`src/rtl/sys_reset_sequencer_if.sv`:
```
`default_nettype none
// ============================================================================
// Module      : sys_reset_sequencer_if
// Description : Control/status bundle between the reset sequencer and the
//               system manager, IOPLL and device init-done source.
// Revision    : 1.0 - initial release
// ============================================================================
interface sys_reset_sequencer_if;
  logic       ninit_done;
  logic       pll_locked;
  logic       sw_reset_req;
  logic       pll_reset;
  logic       sys_reset_n;
  logic       dma0_reset_n;
  logic       dma1_reset_n;
  logic       seq_ready;
  logic       seq_fail;
  logic [2:0] seq_state;
  logic [7:0] retry_count;
  logic [7:0] lock_loss_count;

  // Sequencer side
  modport master (
    input  ninit_done, pll_locked, sw_reset_req,
    output pll_reset, sys_reset_n, dma0_reset_n, dma1_reset_n,
           seq_ready, seq_fail, seq_state, retry_count, lock_loss_count
  );

  // System-manager / environment side
  modport slave (
    output ninit_done, pll_locked, sw_reset_req,
    input  pll_reset, sys_reset_n, dma0_reset_n, dma1_reset_n,
           seq_ready, seq_fail, seq_state, retry_count, lock_loss_count
  );
endinterface
`default_nettype wire

```
`src/rtl/sys_reset_sequencer.sv`:
```
`default_nettype none
// ============================================================================
// Module      : sys_reset_sequencer
// Description : Init-done wait, IOPLL reset/lock qualification with retry,
//               then staggered release of system and DMA RX-port resets.
// Revision    : 1.0 - initial release
// ============================================================================
module sys_reset_sequencer #(
  parameter int unsigned PLL_RST_CYCLES = 100,
  parameter int unsigned LOCK_TIMEOUT   = 10000,
  parameter int unsigned STABLE_CYCLES  = 1000,
  parameter int unsigned STAGGER_CYCLES = 16,
  parameter int unsigned MAX_RETRIES    = 4
) (
  input  wire logic             clk_clk,
  input  wire logic             reset_reset,
  sys_reset_sequencer_if.master seq
);

  typedef enum logic [2:0] {
    ST_INIT      = 3'd0,
    ST_PLL_RST   = 3'd1,
    ST_WAIT_LOCK = 3'd2,
    ST_STABLE    = 3'd3,
    ST_REL_SYS   = 3'd4,
    ST_REL_DMA0  = 3'd5,
    ST_RUN       = 3'd6,
    ST_FAIL      = 3'd7
  } state_t;

  localparam logic [15:0] C_PLL_LAST     = 16'(PLL_RST_CYCLES - 1);
  localparam logic [15:0] C_TIMEOUT_LAST = 16'(LOCK_TIMEOUT - 1);
  localparam logic [15:0] C_STABLE_LAST  = 16'(STABLE_CYCLES - 1);
  localparam logic [15:0] C_STAGGER_LAST = 16'(STAGGER_CYCLES - 1);
  localparam logic [7:0]  C_MAX_RETRIES  = 8'(MAX_RETRIES);

  logic        ninit_meta_q, ninit_s_q;
  logic        lock_meta_q, lock_s_q;

  state_t      state_q, state_d;
  logic [15:0] cnt_q, cnt_d;
  logic [7:0]  retry_q, retry_d;
  logic [7:0]  loss_q, loss_d;
  logic        pll_reset_q, pll_reset_d;
  logic        sys_rst_n_q, sys_rst_n_d;
  logic        dma0_rst_n_q, dma0_rst_n_d;
  logic        dma1_rst_n_q, dma1_rst_n_d;
  logic        ready_q, ready_d;
  logic        fail_q, fail_d;

  logic        enter;
  logic        released;
  logic        lock_lost;
  logic [7:0]  retry_inc;

  always_comb begin
    state_d   = state_q;
    retry_d   = retry_q;
    loss_d    = loss_q;
    enter     = 1'b0;
    retry_inc = retry_q + 8'd1;
    released  = (state_q == ST_REL_SYS) || (state_q == ST_REL_DMA0) ||
                (state_q == ST_RUN);
    lock_lost = released && !lock_s_q;

    // Lock loss is counted even when a software request wins the transition
    if (lock_lost && (loss_q != 8'hFF)) begin
      loss_d = loss_q + 8'd1;
    end

    if (seq.sw_reset_req && (state_q != ST_INIT)) begin
      state_d = ST_PLL_RST;
      retry_d = 8'd0;
      enter   = 1'b1;
    end else begin
      unique case (state_q)
        ST_INIT: begin
          if (!ninit_s_q) begin
            state_d = ST_PLL_RST;
            enter   = 1'b1;
          end
        end
        ST_PLL_RST: begin
          if (cnt_q == C_PLL_LAST) begin
            state_d = ST_WAIT_LOCK;
            enter   = 1'b1;
          end
        end
        ST_WAIT_LOCK: begin
          if (lock_s_q) begin
            state_d = ST_STABLE;
            enter   = 1'b1;
          end else if (cnt_q == C_TIMEOUT_LAST) begin
            retry_d = retry_inc;
            state_d = (retry_inc == C_MAX_RETRIES) ? ST_FAIL : ST_PLL_RST;
            enter   = 1'b1;
          end
        end
        ST_STABLE: begin
          if (!lock_s_q) begin
            state_d = ST_WAIT_LOCK;
            enter   = 1'b1;
          end else if (cnt_q == C_STABLE_LAST) begin
            state_d = ST_REL_SYS;
            enter   = 1'b1;
          end
        end
        ST_REL_SYS, ST_REL_DMA0: begin
          if (lock_lost) begin
            state_d = ST_PLL_RST;
            enter   = 1'b1;
          end else if (cnt_q == C_STAGGER_LAST) begin
            state_d = (state_q == ST_REL_SYS) ? ST_REL_DMA0 : ST_RUN;
            enter   = 1'b1;
          end
        end
        ST_RUN: begin
          if (lock_lost) begin
            state_d = ST_PLL_RST;
            enter   = 1'b1;
          end
        end
        default: ;
      endcase
    end

    // Saturating counter so holding states never wrap into a false match
    if (enter) begin
      cnt_d = 16'd0;
    end else if (cnt_q != 16'hFFFF) begin
      cnt_d = cnt_q + 16'd1;
    end else begin
      cnt_d = cnt_q;
    end

    pll_reset_d  = (state_d == ST_INIT) || (state_d == ST_PLL_RST) ||
                   (state_d == ST_FAIL);
    sys_rst_n_d  = (state_d == ST_REL_SYS) || (state_d == ST_REL_DMA0) ||
                   (state_d == ST_RUN);
    dma0_rst_n_d = (state_d == ST_REL_DMA0) || (state_d == ST_RUN);
    dma1_rst_n_d = (state_d == ST_RUN);
    ready_d      = (state_d == ST_RUN);
    fail_d       = (state_d == ST_FAIL);
  end

  always_ff @(posedge clk_clk) begin
    if (reset_reset) begin
      ninit_meta_q <= 1'b1;
      ninit_s_q    <= 1'b1;
      lock_meta_q  <= 1'b0;
      lock_s_q     <= 1'b0;
      state_q      <= ST_INIT;
      cnt_q        <= 16'd0;
      retry_q      <= 8'd0;
      loss_q       <= 8'd0;
      pll_reset_q  <= 1'b1;
      sys_rst_n_q  <= 1'b0;
      dma0_rst_n_q <= 1'b0;
      dma1_rst_n_q <= 1'b0;
      ready_q      <= 1'b0;
      fail_q       <= 1'b0;
    end else begin
      ninit_meta_q <= seq.ninit_done;
      ninit_s_q    <= ninit_meta_q;
      lock_meta_q  <= seq.pll_locked;
      lock_s_q     <= lock_meta_q;
      state_q      <= state_d;
      cnt_q        <= cnt_d;
      retry_q      <= retry_d;
      loss_q       <= loss_d;
      pll_reset_q  <= pll_reset_d;
      sys_rst_n_q  <= sys_rst_n_d;
      dma0_rst_n_q <= dma0_rst_n_d;
      dma1_rst_n_q <= dma1_rst_n_d;
      ready_q      <= ready_d;
      fail_q       <= fail_d;
    end
  end

  assign seq.pll_reset       = pll_reset_q;
  assign seq.sys_reset_n     = sys_rst_n_q;
  assign seq.dma0_reset_n    = dma0_rst_n_q;
  assign seq.dma1_reset_n    = dma1_rst_n_q;
  assign seq.seq_ready       = ready_q;
  assign seq.seq_fail        = fail_q;
  assign seq.seq_state       = state_q;
  assign seq.retry_count     = retry_q;
  assign seq.lock_loss_count = loss_q;

endmodule
`default_nettype wire

```
`src/flat_wrapper.sv`:
```
// flat-port wrapper written by rule: the top's interface ports become plain ports
module sys_reset_sequencer_flat 
#(
  parameter int unsigned PLL_RST_CYCLES = 100,
  parameter int unsigned LOCK_TIMEOUT   = 10000,
  parameter int unsigned STABLE_CYCLES  = 1000,
  parameter int unsigned STAGGER_CYCLES = 16,
  parameter int unsigned MAX_RETRIES    = 4
)
  (clk_clk, reset_reset, seq_ninit_done, seq_pll_locked, seq_sw_reset_req, seq_pll_reset, seq_sys_reset_n, seq_dma0_reset_n, seq_dma1_reset_n, seq_seq_ready, seq_seq_fail, seq_seq_state, seq_retry_count, seq_lock_loss_count);
  sys_reset_sequencer_if seq_i ();
  input  wire logic clk_clk;
  input  wire logic reset_reset;
  input wire logic [$bits(seq_i.ninit_done)-1:0] seq_ninit_done;
  input wire logic [$bits(seq_i.pll_locked)-1:0] seq_pll_locked;
  input wire logic [$bits(seq_i.sw_reset_req)-1:0] seq_sw_reset_req;
  output wire logic [$bits(seq_i.pll_reset)-1:0] seq_pll_reset;
  output wire logic [$bits(seq_i.sys_reset_n)-1:0] seq_sys_reset_n;
  output wire logic [$bits(seq_i.dma0_reset_n)-1:0] seq_dma0_reset_n;
  output wire logic [$bits(seq_i.dma1_reset_n)-1:0] seq_dma1_reset_n;
  output wire logic [$bits(seq_i.seq_ready)-1:0] seq_seq_ready;
  output wire logic [$bits(seq_i.seq_fail)-1:0] seq_seq_fail;
  output wire logic [$bits(seq_i.seq_state)-1:0] seq_seq_state;
  output wire logic [$bits(seq_i.retry_count)-1:0] seq_retry_count;
  output wire logic [$bits(seq_i.lock_loss_count)-1:0] seq_lock_loss_count;
  assign seq_i.ninit_done = seq_ninit_done;
  assign seq_i.pll_locked = seq_pll_locked;
  assign seq_i.sw_reset_req = seq_sw_reset_req;
  assign seq_pll_reset = seq_i.pll_reset;
  assign seq_sys_reset_n = seq_i.sys_reset_n;
  assign seq_dma0_reset_n = seq_i.dma0_reset_n;
  assign seq_dma1_reset_n = seq_i.dma1_reset_n;
  assign seq_seq_ready = seq_i.seq_ready;
  assign seq_seq_fail = seq_i.seq_fail;
  assign seq_seq_state = seq_i.seq_state;
  assign seq_retry_count = seq_i.retry_count;
  assign seq_lock_loss_count = seq_i.lock_loss_count;
  sys_reset_sequencer #(.PLL_RST_CYCLES(PLL_RST_CYCLES), .LOCK_TIMEOUT(LOCK_TIMEOUT), .STABLE_CYCLES(STABLE_CYCLES), .STAGGER_CYCLES(STAGGER_CYCLES), .MAX_RETRIES(MAX_RETRIES)) u_core (.clk_clk(clk_clk), .reset_reset(reset_reset), .seq(seq_i));
endmodule
```
`config.mk`:
```
export PLATFORM = sky130hd
export DESIGN_NAME = sys_reset_sequencer_flat
export DESIGN_NICKNAME = d
export VERILOG_FILES = /design/src/rtl/sys_reset_sequencer_if.sv /design/src/rtl/sys_reset_sequencer.sv /design/src/flat_wrapper.sv
export SDC_FILE = /design/constraint.sdc
export NUM_CORES = 1
export LEC_CHECK = 0
export ABC_AREA = 1
export CAP_MARGIN = 20
export CORE_ASPECT_RATIO = 1.4
export CORE_MARGIN = 2
export CORE_UTILIZATION = 56
export DETAILED_ROUTE_END_ITERATION = 16
export PLACE_DENSITY = 0.86
export SLEW_MARGIN = 20
export SYNTH_ARGS = -nofsm -noshare
export SYNTH_HDL_FRONTEND = slang
export SYNTH_SLANG_ARGS = --single-unit
```
`constraint.sdc`:
```
create_clock -name clk_clk -period 2.4 [get_ports clk_clk]
set_clock_uncertainty 0.2 [all_clocks]
set_input_delay 0.48 -clock clk_clk [delete_from_list [all_inputs] [get_ports clk_clk]]
set_output_delay 0.48 -clock clk_clk [all_outputs]
set_load 0.005 [all_outputs]
```
After elaboration in Yosys (flattened, before gate mapping) --
Cells that the tools add are included.
Word-level totals: bits in registers 44, input port bits 5, output and inout port bits 25, word-level logic and storage cells 77
Cells by class: add/sub/neg operators 3, equality and inequality tests 18, mux-type cells 24, bitwise operators 1, reduce and logical (&&, ||, !) cells 18
Operators by type and width (number):
- two-way mux 3 bit | 11
- == test 3 bit (second input constant) | 7
- case mux 3 bit (6 select lines) | 1
- adder 16 x 1 -> 16 bit (second input constant) | 1
- adder 8 x 1 -> 8 bit (second input constant) | 2
- == test 16 x 10 -> 1 bit (second input constant) | 1
- == test 16 x 14 -> 1 bit (second input constant) | 1
- == test 16 x 4 -> 1 bit (second input constant) | 1
- == test 16 x 7 -> 1 bit (second input constant) | 1
- != test 16 bit (second input constant) | 1
- two-way mux 1 bit | 10
- == test 8 x 3 -> 1 bit (second input constant) | 1
- != test 8 bit (second input constant) | 1
- logical OR 1 bit | 7
- == test 3 x 1 -> 1 bit (second input constant) | 2
- == test 3 x 2 -> 1 bit (second input constant) | 2
- logical NOT 3 bit | 2
- case mux 1 bit (6 select lines) | 1
- OR reduction 2 bit | 3
- logical AND 1 bit | 3
- AND reduction 3 bit | 1
- nonzero test 3 bit | 1
- two-way mux 2 bit | 1
- logical NOT 1 bit | 1
- NOT 1 bit | 1

Depth between registers and ports, before layout --
Gate-level depths: netlist of the first run.
depth after elaboration 10, gate-level depth with buffers 14, mapped depth without buffers 14

Least setup slack after synthesis of the first run --
OpenSTA, ideal clock, no wires.
path kind register -> register, start reg u_core.cnt_q[0], end reg u_core.cnt_q[15], setup time 0.115 ns, arrival time 1.520 ns, data required time 2.085 ns, slack 0.566 ns, stages on the path, launching flop included 10, path buffers 1, clock period less this slack 1.834 ns, path through dfxtp_1 -> ha_1 -> nand3_2 -> nor2_4 -> nand3_4 -> a21oi_2 -> inv_1 -> nand4_2 -> buf_6 -> nor2_1
On the way: cells in the longest elaborated chain, start to end 6, elaborated cells on any way between the ends 16, those cells by class 1 x add/sub; 5 x eq/ne; 9 x mux; 1 x reduce/logical
Ends and longest elaborated chain:
- start: declaration | line sys_reset_sequencer.sv:41 | logic [15:0] cnt_q, cnt_d;
- start signal: assignment | line sys_reset_sequencer.sv:168 | cnt_q <= cnt_d;
- == test 16 x 4 -> 1 bit (tied with other cells) | line sys_reset_sequencer.sv:112 | end else if (cnt_q == C_STAGGER_LAST) begin
- two-way mux 1 bit, on equally long branches | line sys_reset_sequencer.sv:112, sys_reset_sequencer.sv:93, sys_reset_sequencer.sv:103
- two-way mux 1 bit, on equally long branches | line sys_reset_sequencer.sv:109, sys_reset_sequencer.sv:90, sys_reset_sequencer.sv:100
- case mux 1 bit (6 select lines) | line sys_reset_sequencer.sv:76 | unique case (state_q)
- two-way mux 1 bit | line sys_reset_sequencer.sv:71 | if (seq.sw_reset_req && (state_q != ST_INIT)) begin
- OR reduction 2 bit (no source line)
Parallel ways exist; a longest one is shown, timed or not. A chain may end at the register's enable or synchronous reset.

Worst setup path in the final report of the first run --
start reg u_core.state_q[2] (netlist: u_core.seq.seq_state[2]), end out seq_seq_state[2]
RTL lines:
- start: declaration | line sys_reset_sequencer.sv:40 | state_t state_q, state_d;
- start signal: assignment | line sys_reset_sequencer.sv:167 | state_q <= state_d;
- end: declaration | line flat_wrapper.sv:23 | output wire logic [$bits(seq_i.seq_state)-1:0] seq_seq_state;
No word-level cell between the ends.

==> results by group, run 1 <==
Run status
  – Outcome: completed

Logic synthesis
  – Seq/Total Area, Yosys: 35.1%
  – Netlist cell types: 33
  – Area leader, netlist: dfxtp_1
  – Ys Warns: 0
  – Synth Cell Area: 0.00251 mm²
  – Post-synth top area share: 35.1%
  – Synth Net Count: 376
  – Count of state elements after synthesis: 44
  – Mean Syn Cell Area: 6.84 µm²
  – Synth Instances: 367
  – Top cells by area, synth: dfxtp_1 35%, nand2_1 11%, nor2_1 7.8%, inv_1 6.1%, nor2_2 4.7%

Power
  – Leak: 1.14 nW
  – PwrDens: 446 mW/mm²
  – Internal power: 0.00100 W
  – Logic gate share of total power: 6.1%
  – Switch Pwr: 0.000307 W
  – Power Total: 0.00131 W
  – Switching share of power: 23.5%
  – VDD IR max: 386 µV
  – Sequential Power Share: 57.3%
  – Clock Power Share: 36.6%

Timing
  – Count of final setup violators: 0
  – Setup TNS: 0 ns
  – Relative slew slack: 61.1%
  – Slew Viols, Final: 0
  – Final hold viol count: 0
  – FMAX: 475 MHz
  – Hold WS: 0.216 ns
  – Fin crit share: 87.8%
  – Post-route setup slack: 0.294 ns
  – RSZ-0062 raised after global routing: no
  – Clock period minus final worst setup slack: 2.11 ns
  – Slew of the pin with the lowest slew margin: 0.578 ns

CTS
  – Post-cts hold buffer count: 0
  – CTS tree: done
  – H-tree Lvls: 2
  – Clk root buf: clkbuf_8
  – Skew-Pair Late Insertion Delay: 0.30 ns
  – Post-CTS sizing: 0
  – Clock sinks: 44
  – Clock Path Buffers: 2
  – Clock-pin slew on the worst setup and hold paths: 0.08 ns
  – Post-CTS Setup Inserts: 0
  – CTS buffer count: 5

Worst setup path
  – CP Buf/Inv Count: 1
  – Setup crit end kind: output port
  – Slowest stage delay, CP: 0.58 ns
  – Crit start category: flip-flop
  – CP required: 1.72 ns
  – CP Class: flip-flop to output port
  – Kind of cell adding the most delay to the critical path: buffers and inverters
  – CP cell instances: clkdlybuf4s50_1
  – Critical-path top delay cell: clkdlybuf4s50_1
  – Reg-to-Reg Start: u_core.cnt_q[0]$_SDFFE_PP0P_
  – Worst Path Arrival: 1.43 ns
  – CP startpoint: u_core.seq.seq_state[2]$_SDFF_PP0_
  – Worst Path Max Fanout: 9

Placed design
  – Setup WS pre-CTS: 0.302 ns
  – Placed cells: 450
  – Dpl hpwl: 3720 µm
  – Gp weighted congestion: 0.825
  – IO Port Bufs: 29

GRT
  – First-pass GRT wire length: 8530 µm
  – GR Overflow Total: 0
  – Largest net degree at the start of global routing: 17
  – Initial antenna violation count: 0
  – Vias in the first global route: 2046
  – All-Layer GR Usage: 21.2%

Route
  – Initial DRT Pass Iterations: 4
  – Initial drt markers: 147
  – Routed Antenna Nets: 0
  – Residual DRC: 0
  – Vias per cell: 5.13
  – Detailed-route wire length: 5020 µm
  – Post-DR wirelength/cell: 11.0 µm
  – Routed via count: 2349

Worst hold path
  – Min-delay worst type: flip-flop to flip-flop
  – Hold wc startpoint: u_core.lock_meta_q$_SDFF_PP0_

Die
  – Ports: 30
  – Die width: 60.6 µm
  – Starting Density: 58.7%
  – Rows: 28
  – Full die area: 0.00504 mm²
  – Die height: 83.2 µm
  – CORE AREA: 0.00427 mm²

Flow run
  – Max cap viols: 0

Finish
  – Share of layout cells above drive strength 1: 15.8%
  – Antenna diodes: 0
  – # fillers: 372
  – Cell Count, Final, Fillers Out: 458
  – Nets: 406
  – Area delta synth->final: 16.8%
==> cells by family (layout without fill, tap and decap cells) <==
logic type,count (synthesis),count (layout),share of synthesized area [%]
buf+inv,57,88,9.47
flops,44,44,35.1
simple gates,198,198,38.0
fa+ha+maj,4,4,1.99
xor+xnor,9,9,3.14
compound gates,55,55,12.3
==> layout by cell type (no fill, tap or decap), types with 2 or more instances in the layout <==
cell / count
nor2_1: 52
nor3_1: 10
xnor2_1: 3
nand2_1: 72
nor2_2: 19
nor2_4: 2
inv_1: 41
o21ai_1: 4
inv_2: 7
clkinv_2: 2
or2_2: 2
buf_4: 3
clkbuf_8: 6
dfxtp_1: 44
nand2_2: 7
a21oi_1: 23
a31oi_1: 5
ha_1: 4
nand4_1: 3
xor2_1: 6
o21ai_0: 17
nand3_1: 19
a21oi_2: 3
nor3_2: 4
nand3_2: 5
clkdlybuf4s50_1: 29
==> per-layer routing <==
layer	part of all wire [%]	track usage, %	up-vias
met1	42	24.4	1054
met4	2.2	8.70	0
met5	0	0	-
met3	4.1	4.83	11
met2	52	36.3	57
li1	-	-	1227
==> cells in the mapped netlist <==
| cell type | count |
|---|---|
| nor2_4 | 2 |
| nand3_1 | 19 |
| or2_2 | 2 |
| nor2_2 | 19 |
| or2_1 | 1 |
| nand4_2 | 1 |
| a21oi_2 | 3 |
| nand3_2 | 5 |
| inv_2 | 7 |
| nand4_1 | 3 |
| a21oi_4 | 1 |
| o21ai_0 | 17 |
| o21bai_1 | 1 |
| dfxtp_1 | 44 |
| nand2_2 | 7 |
| buf_2 | 3 |
| buf_4 | 3 |
| a31oi_1 | 5 |
| nand2_1 | 72 |
| nor3_2 | 4 |
| nor3_1 | 10 |
| inv_1 | 41 |
| o21a_1 | 1 |
| buf_6 | 1 |
| a21oi_1 | 23 |
| clkbuf_1 | 1 |
| o21ai_1 | 4 |
| clkbuf_2 | 1 |
| nor2_1 | 52 |
| nand3_4 | 1 |
| xor2_1 | 6 |
| xnor2_1 | 3 |
| ha_1 | 4 |
==> cell type report <==
cell class	count	area [µm²]	area share, %
multi-input combinational	266	1390	47.4
clock buffer	6	82.6	2.82
sequential	44	881	30.0
inverter	48	180	6.14
clock inverter	2	10.0	0.341
tap	60	75.1	2.56
timing repair buffer	32	313	10.7
==> power by group through the flow <==
stage               sequential, W  clock (W)  combinational [W]
global route             0.000751   0.000529          0.0000889
finish                   0.000749   0.000479          0.0000795
global placement         0.000766          0          0.0000768
CTS                      0.000749   0.000487          0.0000799
detailed placement       0.000766          0          0.0000793
floorplan                0.000763          0          0.0000610
==> sequential cells by signal, indices dropped and copies added (netlist names), 3 cells and up <==
name / flops
u_core.seq.retry_count: 8
u_core.seq.seq_state: 3
u_core.seq.lock_loss_count: 8
u_core.cnt_q: 16
==> stage by stage <==
step	area [µm²]	utilization [%]
finish	2930	68.6
global route	2930	68.6
CTS	2930	68.6
detailed placement	2840	66.5
global placement	2840	66.5
floorplan	2510	-
==> final timing paths <==
kind / end / slack [ns] / cells past startpoint
worst max-delay path: seq_seq_state[2] / 0.29 / 1
worst min-delay path: u_core.lock_s_q$_SDFF_PP0_ / 0.22 / 2
worst max register to register: u_core.cnt_q[8]$_SDFFE_PP0P_ / 0.30 / 10
worst min register to register: u_core.lock_s_q$_SDFF_PP0_ / 0.22 / 2
(Power assumes the default switching activity.)
==> run 2: changes to the inputs <==
GPL_ROUTABILITY_DRIVEN = 0   (was not set)
==> results of run 2 <==
Same layout as run 1: the final DEF is identical, and so are final timing and power.
==> run 3: changes to the inputs <==
GPL_ROUTABILITY_DRIVEN = not set   (was 0)
==> results of run 3 <==
Same layout as run 1: the final DEF is identical, and so are final timing and power.
